[src/rtl/ctrl_cmd_arbiter.sv]
`default_nettype none
// ============================================================================
// Module   : ctrl_cmd_arbiter
// Purpose  : Schedules the single DDR4 command bus between the refresh,
//            precharge, activate and CAS requesters. Tracks open/closed state
//            of all 16 banks ({bg, ba}), enforces tRCD / tRP / tRRD / tCCD /
//            tRFC spacing and drains open banks itself before a refresh.
// Ports    : CK_t, reset              - clock, synchronous active-high reset
//            ref_req                  - refresh request (held until ref_gnt)
//            pre_req, pre_bank        - precharge request + bank
//            act_req, act_bank, act_row - activate request + bank + row
//            cas_req, cas_rw, cas_bank, cas_col - RD/WR request
//            ref_gnt/pre_gnt/act_gnt/cas_gnt - one-cycle grant pulses
//            cmd_valid, cmd_code, cmd_bank, cmd_addr - registered command
//            bank_open                - per-bank open flags
//            proto_err                - pulse on ACT-to-open / CAS-to-closed
// Revision : 1.0 - initial release
// ============================================================================
module ctrl_cmd_arbiter #(
  parameter int T_RCD = 14,
  parameter int T_RP  = 14,
  parameter int T_RRD = 4,
  parameter int T_CCD = 4,
  parameter int T_RFC = 260
) (
  input  logic        CK_t,
  input  logic        reset,
  input  logic        ref_req,
  input  logic        pre_req,
  input  logic [3:0]  pre_bank,
  input  logic        act_req,
  input  logic [3:0]  act_bank,
  input  logic [14:0] act_row,
  input  logic        cas_req,
  input  logic        cas_rw,
  input  logic [3:0]  cas_bank,
  input  logic [9:0]  cas_col,
  output logic        ref_gnt,
  output logic        pre_gnt,
  output logic        act_gnt,
  output logic        cas_gnt,
  output logic        cmd_valid,
  output logic [2:0]  cmd_code,
  output logic [3:0]  cmd_bank,
  output logic [14:0] cmd_addr,
  output logic [15:0] bank_open,
  output logic        proto_err
);

  localparam logic [1:0] ARB_RUN      = 2'd0;
  localparam logic [1:0] ARB_DRAIN    = 2'd1;
  localparam logic [1:0] ARB_REF_WAIT = 2'd2;

  localparam logic [2:0] CMD_NOP = 3'd0;
  localparam logic [2:0] CMD_ACT = 3'd1;
  localparam logic [2:0] CMD_RD  = 3'd2;
  localparam logic [2:0] CMD_WR  = 3'd3;
  localparam logic [2:0] CMD_PRE = 3'd4;
  localparam logic [2:0] CMD_REF = 3'd5;

  // Timers are loaded with T-1 on the edge that registers the command, so a
  // timer reading 0 in cycle N+T-1 lets the follow-up command register and
  // appear on the bus exactly at cycle N+T.
  localparam logic [8:0] RCD_LD = (T_RCD > 0) ? 9'(T_RCD - 1) : 9'd0;
  localparam logic [8:0] RP_LD  = (T_RP  > 0) ? 9'(T_RP  - 1) : 9'd0;
  localparam logic [8:0] RRD_LD = (T_RRD > 0) ? 9'(T_RRD - 1) : 9'd0;
  localparam logic [8:0] CCD_LD = (T_CCD > 0) ? 9'(T_CCD - 1) : 9'd0;
  localparam logic [8:0] RFC_LD = (T_RFC > 0) ? 9'(T_RFC - 1) : 9'd0;

  logic [1:0]  r_state, w_next_state;
  logic [8:0]  r_rrd, r_ccd, r_rfc;
  logic [15:0] w_rcd_busy, w_rp_busy;

  // Next-cycle command produced by the arbitration logic
  logic        w_cmd_valid;
  logic [2:0]  w_cmd_code;
  logic [3:0]  w_cmd_bank;
  logic [14:0] w_cmd_addr;
  logic        w_ref_gnt, w_pre_gnt, w_act_gnt, w_cas_gnt, w_proto_err;

  logic        w_active;
  logic        w_pre_ok, w_act_ok, w_cas_ok;
  logic        w_act_open, w_cas_open;
  logic        w_any_open, w_drain_ref;
  logic [3:0]  w_drain_bank;

  // --------------------------------------------------------------------------
  // Per-bank tRCD / tRP timers
  // --------------------------------------------------------------------------
  for (genvar b = 0; b < 16; b++) begin : g_bank
    logic [8:0] r_rcd;
    logic [8:0] r_rp;

    always_ff @(posedge CK_t) begin
      if (reset) begin
        r_rcd <= 9'd0;
        r_rp  <= 9'd0;
      end else begin
        if (w_cmd_valid && w_cmd_code == CMD_ACT && w_cmd_bank == 4'(b))
          r_rcd <= RCD_LD;
        else if (r_rcd != 9'd0)
          r_rcd <= r_rcd - 9'd1;

        if (w_cmd_valid && w_cmd_code == CMD_PRE && w_cmd_bank == 4'(b))
          r_rp <= RP_LD;
        else if (r_rp != 9'd0)
          r_rp <= r_rp - 9'd1;
      end
    end

    assign w_rcd_busy[b] = (r_rcd != 9'd0);
    assign w_rp_busy[b]  = (r_rp != 9'd0);
  end

  // --------------------------------------------------------------------------
  // Request eligibility. A request is ignored in the cycle its grant is
  // visible, since the requester has not yet had a chance to drop it.
  // Illegal ACT/CAS are answered immediately (no timing wait) because they
  // never reach the bus.
  // --------------------------------------------------------------------------
  assign w_act_open = bank_open[act_bank];
  assign w_cas_open = bank_open[cas_bank];

  assign w_pre_ok = pre_req && !pre_gnt;
  assign w_act_ok = act_req && !act_gnt &&
                    (w_act_open || (r_rrd == 9'd0 && !w_rp_busy[act_bank]));
  assign w_cas_ok = cas_req && !cas_gnt &&
                    (!w_cas_open || (r_ccd == 9'd0 && !w_rcd_busy[cas_bank]));

  // Normal arbitration also runs in the last cycle of the tRFC wait so the
  // first post-refresh command lands exactly tRFC after the REF.
  assign w_active = (r_state == ARB_RUN) ||
                    (r_state == ARB_REF_WAIT && r_rfc == 9'd0);

  assign w_any_open  = |bank_open;
  // A requested PRE to an already closed bank still goes ahead of the REF,
  // because it restarts that bank's tRP.
  assign w_drain_ref = !w_any_open && !w_pre_ok && !(|w_rp_busy);

  always_comb begin
    w_drain_bank = 4'd0;
    for (int i = 15; i >= 0; i--) begin
      if (bank_open[i]) w_drain_bank = 4'(i);
    end
  end

  // --------------------------------------------------------------------------
  // FSM: state register
  // --------------------------------------------------------------------------
  always_ff @(posedge CK_t) begin
    if (reset) r_state <= ARB_RUN;
    else       r_state <= w_next_state;
  end

  // --------------------------------------------------------------------------
  // FSM: next-state logic
  // --------------------------------------------------------------------------
  always_comb begin
    w_next_state = r_state;
    case (r_state)
      ARB_RUN: begin
        if (ref_req) w_next_state = ARB_DRAIN;
      end
      ARB_DRAIN: begin
        if (!w_any_open && w_drain_ref) w_next_state = ARB_REF_WAIT;
      end
      ARB_REF_WAIT: begin
        if (r_rfc == 9'd0) w_next_state = ref_req ? ARB_DRAIN : ARB_RUN;
      end
      default: w_next_state = ARB_RUN;
    endcase
  end

  // --------------------------------------------------------------------------
  // FSM: output (arbitration) logic
  // --------------------------------------------------------------------------
  always_comb begin
    w_cmd_valid = 1'b0;
    w_cmd_code  = CMD_NOP;
    w_cmd_bank  = 4'd0;
    w_cmd_addr  = 15'd0;
    w_ref_gnt   = 1'b0;
    w_pre_gnt   = 1'b0;
    w_act_gnt   = 1'b0;
    w_cas_gnt   = 1'b0;
    w_proto_err = 1'b0;

    if (r_state == ARB_DRAIN) begin
      if (w_any_open) begin
        // Internal drain PRE; an external PRE to the same bank rides along.
        w_cmd_valid = 1'b1;
        w_cmd_code  = CMD_PRE;
        w_cmd_bank  = w_drain_bank;
        w_pre_gnt   = w_pre_ok && (pre_bank == w_drain_bank);
      end else if (w_pre_ok) begin
        w_cmd_valid = 1'b1;
        w_cmd_code  = CMD_PRE;
        w_cmd_bank  = pre_bank;
        w_pre_gnt   = 1'b1;
      end else if (w_drain_ref) begin
        w_cmd_valid = 1'b1;
        w_cmd_code  = CMD_REF;
        w_ref_gnt   = 1'b1;
      end
    end else if (w_active) begin
      // A pending refresh freezes ACT/CAS from the cycle it is seen.
      if (w_pre_ok) begin
        w_cmd_valid = 1'b1;
        w_cmd_code  = CMD_PRE;
        w_cmd_bank  = pre_bank;
        w_pre_gnt   = 1'b1;
      end else if (!ref_req && w_act_ok) begin
        w_act_gnt = 1'b1;
        if (w_act_open) begin
          w_proto_err = 1'b1;
        end else begin
          w_cmd_valid = 1'b1;
          w_cmd_code  = CMD_ACT;
          w_cmd_bank  = act_bank;
          w_cmd_addr  = act_row;
        end
      end else if (!ref_req && w_cas_ok) begin
        w_cas_gnt = 1'b1;
        if (!w_cas_open) begin
          w_proto_err = 1'b1;
        end else begin
          w_cmd_valid = 1'b1;
          w_cmd_code  = cas_rw ? CMD_WR : CMD_RD;
          w_cmd_bank  = cas_bank;
          w_cmd_addr  = {5'b0, cas_col};
        end
      end
    end
  end

  // --------------------------------------------------------------------------
  // Registered command/grant outputs, bank state and global timers
  // --------------------------------------------------------------------------
  always_ff @(posedge CK_t) begin
    if (reset) begin
      cmd_valid <= 1'b0;
      cmd_code  <= CMD_NOP;
      cmd_bank  <= 4'd0;
      cmd_addr  <= 15'd0;
      ref_gnt   <= 1'b0;
      pre_gnt   <= 1'b0;
      act_gnt   <= 1'b0;
      cas_gnt   <= 1'b0;
      proto_err <= 1'b0;
      bank_open <= 16'd0;
      r_rrd     <= 9'd0;
      r_ccd     <= 9'd0;
      r_rfc     <= 9'd0;
    end else begin
      cmd_valid <= w_cmd_valid;
      cmd_code  <= w_cmd_code;
      cmd_bank  <= w_cmd_bank;
      cmd_addr  <= w_cmd_addr;
      ref_gnt   <= w_ref_gnt;
      pre_gnt   <= w_pre_gnt;
      act_gnt   <= w_act_gnt;
      cas_gnt   <= w_cas_gnt;
      proto_err <= w_proto_err;

      if (w_cmd_valid && w_cmd_code == CMD_ACT)
        bank_open[w_cmd_bank] <= 1'b1;
      else if (w_cmd_valid && w_cmd_code == CMD_PRE)
        bank_open[w_cmd_bank] <= 1'b0;

      if (w_cmd_valid && w_cmd_code == CMD_ACT) r_rrd <= RRD_LD;
      else if (r_rrd != 9'd0)                   r_rrd <= r_rrd - 9'd1;

      if (w_cmd_valid && (w_cmd_code == CMD_RD || w_cmd_code == CMD_WR))
        r_ccd <= CCD_LD;
      else if (r_ccd != 9'd0)
        r_ccd <= r_ccd - 9'd1;

      if (w_cmd_valid && w_cmd_code == CMD_REF) r_rfc <= RFC_LD;
      else if (r_rfc != 9'd0)                   r_rfc <= r_rfc - 9'd1;
    end
  end

endmodule
`default_nettype wire

[config.mk]
export PLATFORM = sky130hd
export DESIGN_NAME = ctrl_cmd_arbiter
export DESIGN_NICKNAME = d
export VERILOG_FILES = /design/src/rtl/ctrl_cmd_arbiter.sv
export SDC_FILE = /design/constraint.sdc
export NUM_CORES = 1
export LEC_CHECK = 0
export CORE_MARGIN = 5
export CORE_UTILIZATION = 55
export CTS_CLUSTER_DIAMETER = 120
export DETAILED_ROUTE_END_ITERATION = 10
export PLACE_DENSITY = 0.86
export SETUP_SLACK_MARGIN = 0.02
export SLEW_MARGIN = 20
export SYNTH_ARGS = -nofsm -noshare
export SYNTH_HDL_FRONTEND = slang
export SYNTH_SLANG_ARGS = --single-unit
[constraint.sdc]
create_clock -name CK_t -period 3.65 [get_ports CK_t]
set_input_delay 0.365 -clock CK_t [delete_from_list [all_inputs] [get_ports CK_t]]
set_output_delay 0.365 -clock CK_t [all_outputs]
set_load 0.05 [all_outputs]
==> results.sh, run 1 <==
export IMPL_place_hpwl_um=35700
export IMPL_syn_instance_count=2053
export IMPL_regArea_sq_um=7230
export IMPL_outcome="complete, but fails checks"
export IMPL_cts_tree="built"
export IMPL_grt_pass1_vias=16603
export IMPL_critPathCaptureType="register"
export IMPL_synth_xor_area_share_pct=10.3
export IMPL_vias_per_cell=6.13
export IMPL_hold_viol_final=0
export IMPL_via_count=16876
export IMPL_clock_path_buffers=3
export IMPL_clock_sinks=361
export IMPL_io_buffer_count=87
export IMPL_drtAntennaViolNets=0
export IMPL_ys_warn_count=0
export IMPL_fin_util_pct=69.1
export IMPL_slew_violations=0
export IMPL_pin_count=88
export IMPL_synth_top_family_by_area="simple AND/OR/NAND/NOR gates"
export IMPL_grt_pass1_wl_um=80100
export IMPL_routed_wl_um=50300
export IMPL_required_ns=4.06
export IMPL_initial_core_util_pct=55.8
export IMPL_path_cells="inv_2 > ha_4 > or3b_4 > or3_4 > a211o_1 > a2111o_1 > o31a_2 > a31oi_2 > o211ai_2 > buf_6 > o41ai_2 > buf_4 > nor2_1"
export IMPL_slew_headroom_pct=37.7
export IMPL_setup_violations_final=3
export IMPL_area_growth_pct=23.8
export IMPL_synth_mux_area_fraction_pct=2.08
export IMPL_finish_instance_area_sq_um=21800
export IMPL_diodes=0
export IMPL_finalCritPeriodShare_pct=100
export IMPL_cp_arrival_ns=4.08
export IMPL_pre_cts_slack_ns=-0.144
export IMPL_drc=0
export IMPL_synth_compound_area_share_pct=13.1
export IMPL_drive_gt1_share_pct=14.9
export IMPL_fmax_ghz=0.273
export IMPL_reg2reg_slack_ns=-0.01
export IMPL_place_area_sq_um=20200
export IMPL_chipHeight_um=189
export IMPL_yosysSeqAreaShare_pct=41.1
export IMPL_layout_nets=2435
export IMPL_pwr_density_cell_nw_per_um2=889
export IMPL_ir_drop_v=0.000528
export IMPL_postCtsHoldBufs=0
export IMPL_synth_edf_count=0
export IMPL_rows=65
export IMPL_root_buffer="clkbuf_16"
export IMPL_syn_num_nets=2165
export IMPL_hold_ws_ns=0.366
export IMPL_netlist_area_sq_um=17600
export IMPL_cts_buffers_inserted=39
export IMPL_routedWlPerCell_um=18.3
export IMPL_ctsHtreeMaxLevel=2
export IMPL_clkLatencyLatePin_ns=0.53
export IMPL_gp_congestion=0.989
export IMPL_synth_distinct_cells=84
export IMPL_setup_tns_ns=-0.0240
export IMPL_grtUsageTotal_pct=26.6
export IMPL_cp_max_fo=6
export IMPL_async_reset_ff_share_pct=0
export IMPL_violations="negative setup slack"
export IMPL_critPathKind="reg2reg"
export IMPL_multi_input_area_sq_um=10100
export IMPL_dieArea_sq_um=35700
export IMPL_crit_path_start_kind="register"
export IMPL_ys_ff_latch=361
export IMPL_cpMaxStageDelayCell="a2111o_1"
export IMPL_grt_max_degree=87
export IMPL_rsz0062_at_grt="yes"
export IMPL_drt_pass1_iterations=7
export IMPL_synth_main_ff_cell="dfxtp_1"
export IMPL_crit_family="compound AO/OA/AOI/OAI gates"
export IMPL_p_leak_nw=8.74
export IMPL_synthSimpleGateAreaFrac_pct=25.7
export IMPL_overflow=0
export IMPL_path_clk_slew_ns=0.06
export IMPL_worst_pin_slew_ns=0.934
export IMPL_yosys_area_share_adder_pct=4.83
export IMPL_cp_num_buf_inv=3
export IMPL_syn_avg_cell_area_sq_um=8.57
export IMPL_period_needed_ns=3.66
export IMPL_skew_ns=0.0143
export IMPL_drv_cap=0
export IMPL_drt_iter0_markers=1588
export IMPL_max_stage_delay_ns=0.40
export IMPL_worst_slack_ns=-0.0140
export IMPL_die_x_um=189
export IMPL_hold_class="in2reg"
export IMPL_core_region_area_sq_um=31600
export IMPL_antenna_found_initial=0
export IMPL_final_fill_count=2234
-- power breakdown --
| part | internal [W] | total, W | switching [W] |
|---|---|---|---|
| Combinational | 0.00415 | 0.00915 | 0.00500 |
| Clock | 0.00223 | 0.00382 | 0.00159 |
| Sequential | 0.00525 | 0.00640 | 0.00116 |
-- cells in the mapped netlist, types with 7 or more instances --
master / instances / area share [%]
a211oi_1: 34 / 1.4
a21o_1: 9 / 0.38
a21oi_1: 161 / 4.6
a22o_1: 11 / 0.55
a31oi_1: 18 / 0.64
and3_1: 12 / 0.43
clkbuf_1: 41 / 0.87
dfxtp_1: 361 / 41
ha_1: 68 / 4.8
inv_1: 85 / 1.8
mux2_2: 10 / 0.64
mux4_2: 9 / 1.2
nand2_1: 149 / 3.2
nand2b_1: 24 / 0.85
nand3_1: 88 / 2.5
nand3b_1: 18 / 0.77
nand4_1: 39 / 1.4
nand4b_1: 8 / 0.40
nor2_1: 263 / 5.6
nor2b_1: 18 / 0.64
nor3_1: 119 / 3.4
nor3b_1: 7 / 0.30
nor4_1: 65 / 2.3
nor4b_1: 19 / 0.95
o21ai_0: 40 / 1.1
o21ai_1: 10 / 0.28
o31ai_1: 15 / 0.64
or2_2: 9 / 0.32
or3_1: 36 / 1.3
xnor2_1: 115 / 5.7
xor2_1: 93 / 4.6
-- area by class of cell --
type | count | area share (%)
sequential | 361 | 33.2
timing repair buffer | 277 | 11.1
inverter | 87 | 1.50
clock inverter | 16 | 0.654
tap | 402 | 2.31
multi-input combinational | 1557 | 46.3
clock buffer | 52 | 4.98
-- final timing paths --
| kind | from | endpoint | depth (start not counted) |
|---|---|---|---|
| worst max-delay path | g_bank[14].r_rcd[1]$_SDFFE_PP0P_ | g_bank[11].r_rcd[6]$_SDFFE_PP0P_ | 13 |
| worst min-delay path | reset | g_bank[15].r_rcd[2]$_SDFFE_PP0P_ | 4 |
| worst min register to register | g_bank[12].r_rp[8]$_SDFFE_PP0P_ | g_bank[12].r_rp[8]$_SDFFE_PP0P_ | 2 |
| worst max register to register | g_bank[14].r_rcd[1]$_SDFFE_PP0P_ | g_bank[11].r_rcd[6]$_SDFFE_PP0P_ | 13 |
-- sequential cells by signal, indices dropped and copies added, names as in the netlist, named ones only --
name / count
pre_gnt: 1
r_ccd: 9
r_rrd: 9
act_gnt: 1
g_bank.r_rp: 144
cas_gnt: 1
cmd_bank: 4
g_bank.r_rcd: 144
cmd_valid: 1
r_rfc: 9
ref_gnt: 1
proto_err: 1
r_state: 2
cmd_code: 3
cmd_addr: 15
-- metal layers --
metal / global-route usage (%) / share of wire [%] / vias to the layer above
met1: 30.9 / 39 / 7996
met4: 13.7 / 5.5 / 0
met3: 5.25 / 7.9 / 237
met5: 0 / 0 / -
met2: 46.7 / 48 / 767
li1: - / - / 7876
-- repair_timing --
action | CTS | global route
resized for setup | 9 | 48
buffers inserted | 9 | 7
pin swaps | 5 | 15
setup endpoints to repair | 134 | 257
gates cloned | 0 | 1
-- cells in the final DEF (no fill, tap or decap), drive strengths merged, types with 53 or more instances in the layout --
cell type | netlist | layout
a21oi | 161 | 161
buf | 7 | 190
clkbuf | 41 | 53
clkdlybuf4s50 | 0 | 86
dfxtp | 361 | 361
ha | 68 | 68
inv | 85 | 87
nand2 | 149 | 149
nand3 | 89 | 89
nor2 | 264 | 264
nor3 | 120 | 120
nor4 | 66 | 66
xnor2 | 115 | 115
xor2 | 93 | 93
-- through the flow --
step,power (W),instances
after global placement,0.0144,2668
after CTS,0.0191,2745
after global routing,0.0208,2752
after floorplan,0.0127,2053
final,0.0194,2752
after detailed placement,0.0151,2668
-- tightest hold or removal path, stage by stage --
cell and delay (ns):
buf_4 0.12, nor2_2 0.08, nand4_1 0.20, nand2_1 0.07
-- logic make-up after synthesis --
kind of cell / Yosys count
AOI/OAI and AO/OA: 355
xor gates and xnor gates: 208
and+or+nand+nor: 902
muxes: 24
DFF: 361
buffers and inverters: 135
adders and majority gates: 68
Power figures use the tool's default switching activity.
==> run 2, diff against run 1 <==
--- a/config.mk
+++ b/config.mk
@@ -9,7 +9,7 @@
 export CORE_UTILIZATION = 55
 export CTS_CLUSTER_DIAMETER = 120
 export DETAILED_ROUTE_END_ITERATION = 10
-export PLACE_DENSITY = 0.86
+export PLACE_DENSITY = 0.77
 export SETUP_SLACK_MARGIN = 0.02
 export SLEW_MARGIN = 20
 export SYNTH_ARGS = -nofsm -noshare
==> constraint.sdc (replaced) <==
create_clock -name CK_t -period 3.65 [get_ports CK_t]
set_input_delay 0.73 -clock CK_t [delete_from_list [all_inputs] [get_ports CK_t]]
set_output_delay 0.73 -clock CK_t [all_outputs]
set_load 0.05 [all_outputs]
==> results.sh, run 2 (synthesis gave the netlist of run 1 again) <==
export IMPL_grt_pass1_vias=15799
export IMPL_die_x_um=189
export IMPL_setup_violations_final=0
export IMPL_final_common_cell="dfxtp_1"
export IMPL_clock_path_buffers=3
export IMPL_max_stage_delay_ns=0.55
export IMPL_cp_arrival_ns=4.02
export IMPL_routed_wl_um=49000
export IMPL_path_clk_slew_ns=0.06
export IMPL_grtUsageTotal_pct=26.0
export IMPL_finalCritPeriodShare_pct=98.7
export IMPL_drt_pass1_iterations=6
export IMPL_rsz0062_at_grt="yes"
export IMPL_root_buffer="clkbuf_16"
export IMPL_critPathCaptureType="register"
export IMPL_pwr_density_cell_nw_per_um2=877
export IMPL_grt_max_degree=150
export IMPL_drv_cap=0
export IMPL_skew_ns=0.0189
export IMPL_finish_instance_area_sq_um=22300
export IMPL_ir_drop_v=0.000589
export IMPL_rows=65
export IMPL_postCtsHoldBufs=0
export IMPL_crit_path_start_kind="register"
export IMPL_grt_pass1_wl_um=77700
export IMPL_initial_core_util_pct=55.8
export IMPL_cts_tree="built"
export IMPL_via_count=16373
export IMPL_worst_pin_slew_ns=1.16
export IMPL_antenna_found_initial=0
export IMPL_drt_iter0_markers=1240
export IMPL_drive_gt1_share_pct=16.3
export IMPL_place_area_sq_um=20400
export IMPL_slew_violations=0
export IMPL_multi_input_area_sq_um=10200
export IMPL_outcome="finished, final reports clean"
export IMPL_p_leak_nw=9.01
export IMPL_period_needed_ns=3.60
export IMPL_biggestRegsByFlops="g_bank.r_rcd (144), g_bank.r_rp (144), cmd_addr (15)"
export IMPL_area_growth_pct=26.5
export IMPL_dieArea_sq_um=35700
export IMPL_diodes=0
export IMPL_final_fill_count=2367
export IMPL_clock_sinks=361
export IMPL_fmax_ghz=0.277
export IMPL_routedWlPerCell_um=17.6
export IMPL_required_ns=4.07
export IMPL_cpMaxStageDelayCell="or4_4"
export IMPL_cts_buffers_inserted=39
export IMPL_layout_nets=2464
export IMPL_cp_max_fo=6
export IMPL_path_cells="inv_2 > ha_1 > nor4b_2 > buf_4 > a211oi_1 > or4_4 > a21oi_1 > a211o_1 > o211ai_1 > a221o_2 > buf_12 > o41ai_4 > buf_4 > nor2_1"
export IMPL_setup_tns_ns=0
export IMPL_clkLatencyLatePin_ns=0.53
export IMPL_hold_viol_final=0
export IMPL_cpMostUsedCell="buf_4"
export IMPL_pin_count=88
export IMPL_place_hpwl_um=35300
export IMPL_drtAntennaViolNets=0
export IMPL_io_buffer_count=87
export IMPL_gp_congestion=1.00
export IMPL_drc=0
export IMPL_place_inst=2690
export IMPL_core_region_area_sq_um=31600
export IMPL_ctsHtreeMaxLevel=2
export IMPL_chipHeight_um=189
export IMPL_hold_class="reg2reg"
export IMPL_instances_no_fill=2783
export IMPL_critPathKind="reg2reg"
export IMPL_slew_headroom_pct=22.3
export IMPL_overflow=0
export IMPL_vias_per_cell=5.88
export IMPL_regArea_sq_um=7230
export IMPL_final_cell_mix="dfxtp_1, nor2_1, buf_4"
==> run 2: changes by cell type in the layout (fill, tap and decap cells not counted), moves of 4 or more <==
cell             change
a211oi_1             +4
clkbuf_1             -5
dlymetal6s2s_1       +4
buf_4               +28
clkbuf_8             +5
a211oi_2             -4
clkdlybuf4s50_1      -4
==> run 2: worst max-delay path: cells and delay by family (launching register included) <==
| family | cells | cell delay (ns) |
|---|---|---|
| compound gates | 6 | 1.55 |
| simple gates | 3 | 0.82 |
| buf+inv | 4 | 0.61 |
| flops | 1 | 0.34 |
| fa+ha+maj | 1 | 0.16 |
==> run 2: final cells by class <==
class | count | area share (%)
flip-flops and latches | 361 | 32.5
clock inverters | 16 | 0.731
clock buffers | 54 | 5.32
multi-input cells | 1557 | 45.7
inverters | 87 | 1.48
well taps | 402 | 2.26
repair buffers | 306 | 12.0
==> run 2: metrics by stage <==
stage	utilization [%]	hold slack, ns	total power (W)	setup WS [ns]
after global routing	70.6	0.495	0.0210	-0.0393
after floorplan	-	0.431	0.0128	0.0314
final	70.6	0.464	0.0195	0.0461
after detailed placement	64.6	0.455	0.0151	-0.488
after CTS	69.3	0.468	0.0193	0.0218
after global placement	64.6	0.440	0.0146	-0.565
==> run 2: what timing repair did <==
| item | 4_1_cts | 5_1_grt |
|---|---|---|
| resized for setup | 16 | 44 |
| setup buffers | 6 | 15 |
| cloned | 0 | 2 |
| pin swaps | 8 | 10 |
| hold endpoints to repair | 0 | 0 |
| setup endpoints to repair | 204 | 285 |
==> run 2: report_power, final <==
part / internal, W / total (W) / switching, W
clock: 0.00248 / 0.00409 / 0.00161
sequential: 0.00525 / 0.00637 / 0.00112
combinational: 0.00421 / 0.00906 / 0.00485
total: 0.0119 / 0.0195 / 0.00758
==> run 2: final timing paths <==
path                                                       from                               to  slack (ns)  cells past startpoint
worst min-delay path             g_bank[1].r_rp[8]$_SDFFE_PP0P_   g_bank[1].r_rp[8]$_SDFFE_PP0P_        0.46                      2
worst max register to register  g_bank[15].r_rp[0]$_SDFFE_PP0P_  g_bank[7].r_rcd[8]$_SDFFE_PP0P_        0.05                     14
worst min register to register   g_bank[1].r_rp[8]$_SDFFE_PP0P_   g_bank[1].r_rp[8]$_SDFFE_PP0P_        0.46                      2
worst max-delay path            g_bank[15].r_rp[0]$_SDFFE_PP0P_  g_bank[7].r_rcd[8]$_SDFFE_PP0P_        0.05                     14
==> run 2: routing by layer <==
layer / vias to the layer above / GRT usage [%] / share of wire (%)
li1: 7915 / - / -
met1: 7681 / 31.8 / 40
met2: 607 / 45.7 / 48
met3: 170 / 4.48 / 7.4
met4: 0 / 10.0 / 4.2
met5: - / 0 / 0
==> run 3, diff against run 2 <==
--- a/config.mk
+++ b/config.mk
@@ -5,6 +5,7 @@
 export SDC_FILE = /design/constraint.sdc
 export NUM_CORES = 1
 export LEC_CHECK = 0
+export CAP_MARGIN = 20
 export CORE_MARGIN = 5
 export CORE_UTILIZATION = 55
 export CTS_CLUSTER_DIAMETER = 120
==> results of run 3 <==
The final DEF is identical to that of run 2; final timing and power are the same.
